File: src/rtl/loader_pkg.sv
// loader_pkg: shared loader states and word geometry; CHECK exists only with LOADER_CHECKSUM_EN
package loader_pkg;
  localparam int BYTES_PER_WORD = 4;
  localparam int WORD_ADDR_STEP = 4;
  typedef enum logic [2:0] {
    IDLE,
    LEN,
    DATA,
    WRITE,
`ifdef LOADER_CHECKSUM_EN
    CHECK,
`endif
    DONE
  } loader_state_t;
endpackage

File: src/rtl/word_assembler.sv
// word_assembler: shifts bytes little-endian into a word (clk, rst_n, clr, shift_en, byte_in -> word, complete)
module word_assembler
  import loader_pkg::*;
#(
  parameter int DATA_WIDTH = 32
) (
  input  logic                  clk,
  input  logic                  rst_n,
  input  logic                  clr,
  input  logic                  shift_en,
  input  logic [7:0]            byte_in,
  output logic [DATA_WIDTH-1:0] word,
  output logic                  complete
);
  logic [1:0] cnt;
  assign complete = shift_en && cnt == 2'(BYTES_PER_WORD - 1);
  always_ff @(posedge clk or negedge rst_n) begin
    if (!rst_n) begin
      word <= '0;
      cnt  <= '0;
    end else if (clr) begin
      cnt <= '0;
    end else if (shift_en) begin
      word <= {byte_in, word[DATA_WIDTH-1:8]};
      cnt  <= cnt + 2'd1;
    end
  end
endmodule

File: src/rtl/instr_loader.sv
// instr_loader: byte-stream instruction memory loader (start/byte stream in, wr_en/wr_addr/wr_data out, busy/done/chk_err; LOADER_CHECKSUM_EN adds XOR checksum byte)
module instr_loader
  import loader_pkg::*;
#(
  parameter int                    DATA_WIDTH = 32,
  parameter int                    ADDR_WIDTH = 32,
  parameter logic [ADDR_WIDTH-1:0] BASE_ADDR  = '0
) (
  input  logic                  clk,
  input  logic                  rst_n,
  input  logic                  start,
  input  logic [7:0]            byte_data,
  input  logic                  byte_valid,
  output logic                  byte_ready,
  output logic                  wr_en,
  output logic [ADDR_WIDTH-1:0] wr_addr,
  output logic [DATA_WIDTH-1:0] wr_data,
  output logic                  busy,
  output logic                  done,
  output logic                  chk_err
);
  localparam loader_state_t FIN = `ifdef LOADER_CHECKSUM_EN CHECK `else DONE `endif ;
  loader_state_t state, nxt;
  logic [31:0] len, wcnt, len_nxt;
  logic        take, arm, complete, last;
  assign take       = byte_valid && byte_ready;
  assign arm        = start && (state == IDLE || state == DONE);
  assign len_nxt    = {byte_data, len[31:8]};
  assign last       = (wcnt + 32'd1) == len;
  assign byte_ready = state == LEN || state == DATA `ifdef LOADER_CHECKSUM_EN || state == CHECK `endif ;
  assign wr_en      = state == WRITE;
  assign busy       = !(state == IDLE || state == DONE);
  assign done       = state == DONE;
  word_assembler #(.DATA_WIDTH(DATA_WIDTH)) u_asm (
    .clk      (clk),
    .rst_n    (rst_n),
    .clr      (arm),
    .shift_en (take && (state == LEN || state == DATA)),
    .byte_in  (byte_data),
    .word     (wr_data),
    .complete (complete)
  );
  always_comb begin
    nxt = state;
    unique case (state)
      IDLE:  nxt = start ? LEN : IDLE;
      LEN:   nxt = complete ? (len_nxt == '0 ? FIN : DATA) : LEN;
      DATA:  nxt = complete ? WRITE : DATA;
      WRITE: nxt = last ? FIN : DATA;
`ifdef LOADER_CHECKSUM_EN
      CHECK: nxt = take ? DONE : CHECK;
`endif
      DONE:  nxt = start ? LEN : DONE;
      default: nxt = IDLE;
    endcase
  end
  always_ff @(posedge clk or negedge rst_n) begin
    if (!rst_n) state <= IDLE;
    else        state <= nxt;
  end
  always_ff @(posedge clk or negedge rst_n) begin
    if (!rst_n) begin
      len     <= '0;
      wcnt    <= '0;
      wr_addr <= BASE_ADDR;
    end else if (arm) begin
      wcnt    <= '0;
      wr_addr <= BASE_ADDR;
    end else if (state == LEN && take) begin
      len <= len_nxt;
    end else if (state == WRITE) begin
      wcnt    <= wcnt + 32'd1;
      wr_addr <= wr_addr + ADDR_WIDTH'(WORD_ADDR_STEP);
    end
  end
`ifdef LOADER_CHECKSUM_EN
  logic [7:0] acc;
  always_ff @(posedge clk or negedge rst_n) begin
    if (!rst_n) begin
      acc     <= '0;
      chk_err <= 1'b0;
    end else if (arm) begin
      acc     <= '0;
      chk_err <= 1'b0;
    end else if (state == DATA && take) begin
      acc <= acc ^ byte_data;
    end else if (state == CHECK && take) begin
      chk_err <= acc != byte_data;
    end
  end
`else
  assign chk_err = 1'b0;
`endif
endmodule

File: config.mk
export PLATFORM = sky130hd
export DESIGN_NAME = instr_loader
export DESIGN_NICKNAME = d
export VERILOG_FILES = /design/src/rtl/loader_pkg.sv /design/src/rtl/word_assembler.sv /design/src/rtl/instr_loader.sv
export SDC_FILE = /design/constraint.sdc
export NUM_CORES = 1
export LEC_CHECK = 0
export ABC_AREA = 1
export BUFFER_PORTS_ARGS = -buffer_cell sky130_fd_sc_hd__buf_4
export CORE_MARGIN = 2
export CORE_UTILIZATION = 34
export DETAILED_ROUTE_END_ITERATION = 7
export GPL_TIMING_DRIVEN = 0
export PLACE_DENSITY = 0.59
export SLEW_MARGIN = 25
export SYNTH_ARGS = -nofsm -noshare
export SYNTH_HDL_FRONTEND = slang
export SYNTH_HIERARCHICAL = 1
export SYNTH_SLANG_ARGS = --single-unit
File: constraint.sdc
create_clock -name clk -period 5.1 [get_ports clk]
set_clock_uncertainty 0.05 [all_clocks]
set_input_delay 0.51 -clock clk [delete_from_list [all_inputs] [get_ports clk]]
set_output_delay 0.51 -clock clk [all_outputs]
set_load 0.005 [all_outputs]
==> impl_metrics.toml <==
[sta]
finalSetupViolations = 0
tightest_slew_ns = 0.784
period_share_pct = 51.1
tns_ns = 0
hold_viol_final = 0
fin_crit_ns = 2.61
fmax_mhz = 384
slew_headroom_pct = 47.7
drv_slew = 0
rsz0062_at_grt = "false"
fin_ws_ns = 2.49

[layout]
nNetsFinal = 1190
area_growth_pct = 20.3
fillCellCount = 2310
drive_above_1_share_pct = 15.7
antenna_cells = 0
final-seq-area_sq_um = 3280
finish.utilization_pct = 41.4
multi_input_area_sq_um = 3790
instances_no_fill = 1473

[worst_setup_path]
required_ns = 4.54
crit_path_end_kind = "primary output"
cpPeakStageDelay_ns = 0.59
r2r_start = "wcnt[1]"
start_kind = "flip-flop"
slowest_stage = "clkbuf_1"
ff2ff_setup_slack_ns = 2.64
critPathKind = "flip-flop to primary output"
worstPathArrival_ns = 2.05
r2r_cells = 14
r2r-end = "state[1]"
cp_max_fo = 10
path_cells = "nor2_4 -> nand2_2 -> inv_1 -> clkbuf_1 -> buf_4"

[die]
core.rowCount = 55
core-area_sq_um = 22500
die_h_microns = 155
num_io_pins = 81
start_util_pct = 34.4
die_w_microns = 155
die_area_sq_um = 24000

[global_route]
antenna_found_initial = 0
track_usage_pct = 19.4
overflow = 0
grt_pass1_vias = 7083
grt_pass1_wl_microns = 36800
grt_start_max_net_pins = 77

[placement]
pre_cts_ws_ns = 2.70
routabilityCongestion = 0.882
io_buffer_count = 77
dpl.hpwl_microns = 16900
dp_cells = 1441

[clock_network]
clk_pin_slew_worst_paths_ns = 0.06
cts.sinks = 131
cts.htree.levels = 4
max-clock-path-buffers = 2
clockRootBuffer = "clkbuf_16"
cts_hold_buf = 0
clock_latency_ns = 0.42
cts_tree = "yes"
post_cts_resize_count = 0
cts_buffers = 17
cts_setup_buffers = 0

[hold_path]
hp-class = "input port to async pin"

[routing]
drt_iter0_drc = 570
drc = 0
wl_per_cell_microns = 15.4
wl_microns = 22600
dr.pass1.iters = 5
postRouteAntennaNets = 0
num_vias = 7389
vias_per_cell = 5.02

[yosys]
ys_top_cells_by_area = "dfrtp_1 42%, nand2_1 16%, nand3_1 8.5%"
ys_types = 43
netlist_area_sq_um = 7740
yosys.area.top_type = "dfrtp_1"
yosysSeqAreaShare_pct = 42.3
synth_cells = 1076
syn_avg_cell_area_sq_um = 7.20
yosysTopAreaCellShare_pct = 42.3
ys_ff_latch = 131
synth_warnings = 6

[power]
leakage_nw = 4.50
cellPowerDensity_nw_per_um2 = 455
ir_worst_vdd_mv = 0.274

[run_status]
outcome = "completed"

[job]
max_cap_viol_count = 0
## report_power, final
group          internal, mW  total, mW  switching [mW]
Combinational         0.567       1.46           0.890
Clock                 0.734       1.25           0.519
Sequential             1.28       1.53           0.244
Total                  2.58       4.24            1.65
## cells in the final DEF, fill, tap and decap left out, types with 4 or more instances in the layout
cell / count
nand2_1: 330
nand3_1: 132
dfrtp_1: 131
inv_1: 124
nor2_1: 99
buf_4: 85
o21ai_0: 65
nand2_2: 38
nand4_1: 22
a21oi_1: 19
clkbuf_16: 17
clkbuf_1: 15
o22ai_1: 14
nor2_4: 11
nor3_1: 10
nor2_2: 5
nand3b_1: 5
xor2_1: 5
o21ai_1: 4
nor4_1: 4
o31ai_1: 4
inv_6: 4
## per-layer routing
layer	up-vias	share of wire, %	track usage, %
li1	3688	-	-
met1	3531	48	27.3
met2	147	47	31.4
met3	23	3.8	2.90
met4	0	1.2	5.25
met5	-	0	0
## state kept, by name, indices dropped and copies added, names as in the netlist
register and count:
len 32, u_asm/word 32, wcnt 32, wr_addr 30, state 3, u_asm/cnt 2
## layout make-up
cell class	instances	share of cell area (%)
inverter	125	5.06
buffer	30	2.26
clock buffer	17	4.56
clock inverter	15	1.84
tap	285	3.83
sequential	131	35.2
multi-input combinational	792	40.7
timing repair buffer	78	6.58
## synthesized netlist by cell type
| cell type | count |
|---|---|
| xor2_1 | 5 |
| nor3b_1 | 2 |
| nand2_8 | 1 |
| o31ai_1 | 4 |
| inv_4 | 1 |
| xnor3_1 | 1 |
| nor3_4 | 1 |
| nand3_4 | 1 |
| a211oi_1 | 1 |
| nor2_8 | 1 |
| nor2_4 | 11 |
| buf_6 | 2 |
| o21ai_1 | 4 |
| nand4_4 | 1 |
| nand3_2 | 1 |
| nor4_1 | 4 |
| buf_1 | 1 |
| and2_1 | 1 |
| o21a_1 | 1 |
| nor2_1 | 99 |
| nand2_4 | 1 |
| o22ai_1 | 14 |
| nand3b_1 | 5 |
| o32a_1 | 1 |
| nand3_1 | 132 |
| o21ai_0 | 65 |
| a221oi_1 | 1 |
| clkbuf_1 | 15 |
| a21boi_0 | 1 |
| nor2_2 | 5 |
| nand2_1 | 330 |
| conb_1 | 1 |
| ha_1 | 3 |
| nand4_1 | 22 |
| nor3_1 | 10 |
| dfrtp_1 | 131 |
| a22o_1 | 1 |
| nand2_2 | 38 |
| buf_12 | 3 |
| buf_4 | 9 |
| a21oi_1 | 19 |
| inv_1 | 124 |
| xnor2_1 | 2 |
## worst max-delay path: cells and delay by family (launching register included)
kind | cells | cell delay (ns)
buf+inv | 3 | 0.98
flops | 1 | 0.43
simple gates | 2 | 0.22
## kinds of logic after synthesis
kind of cell	synth area share [%]
AO/OA/AOI/OAI	7.85
adder cells (fa/ha/maj)	0.485
other	0.0484
flip-flops	42.3
XOR/XNOR	1.08
buffers and inverters	8.80
AND/OR/NAND/NOR	39.4
## metrics by stage
stage | power (mW) | area [sq um] | hold WS, ns
after floorplan | 2.39 | 7750 | 0.164
after global placement | 2.99 | 8690 | 0.413
after detailed placement | 3.00 | 8720 | 0.419
after CTS | 4.27 | 9320 | 0.0275
after global routing | 4.54 | 9320 | 0.0397
final | 4.24 | 9320 | 0.0143
## worst max-delay path by stage
stage | start | slack (ns) | cells past startpoint | endpoint
6_report | state[2] | 2.49 | 5 | wr_en
5_1_grt | state[2] | 2.38 | 5 | wr_en
4_1_cts | state[2] | 2.47 | 5 | wr_en
3_5_place_dp | wcnt[1] | 2.70 | 14 | state[1]
3_3_place_gp | wcnt[1] | 2.71 | 14 | state[1]
2_1_floorplan | state[2] | 3.17 | 10 | state[2]
Note: power is estimated with default switching activity, not from simulation.
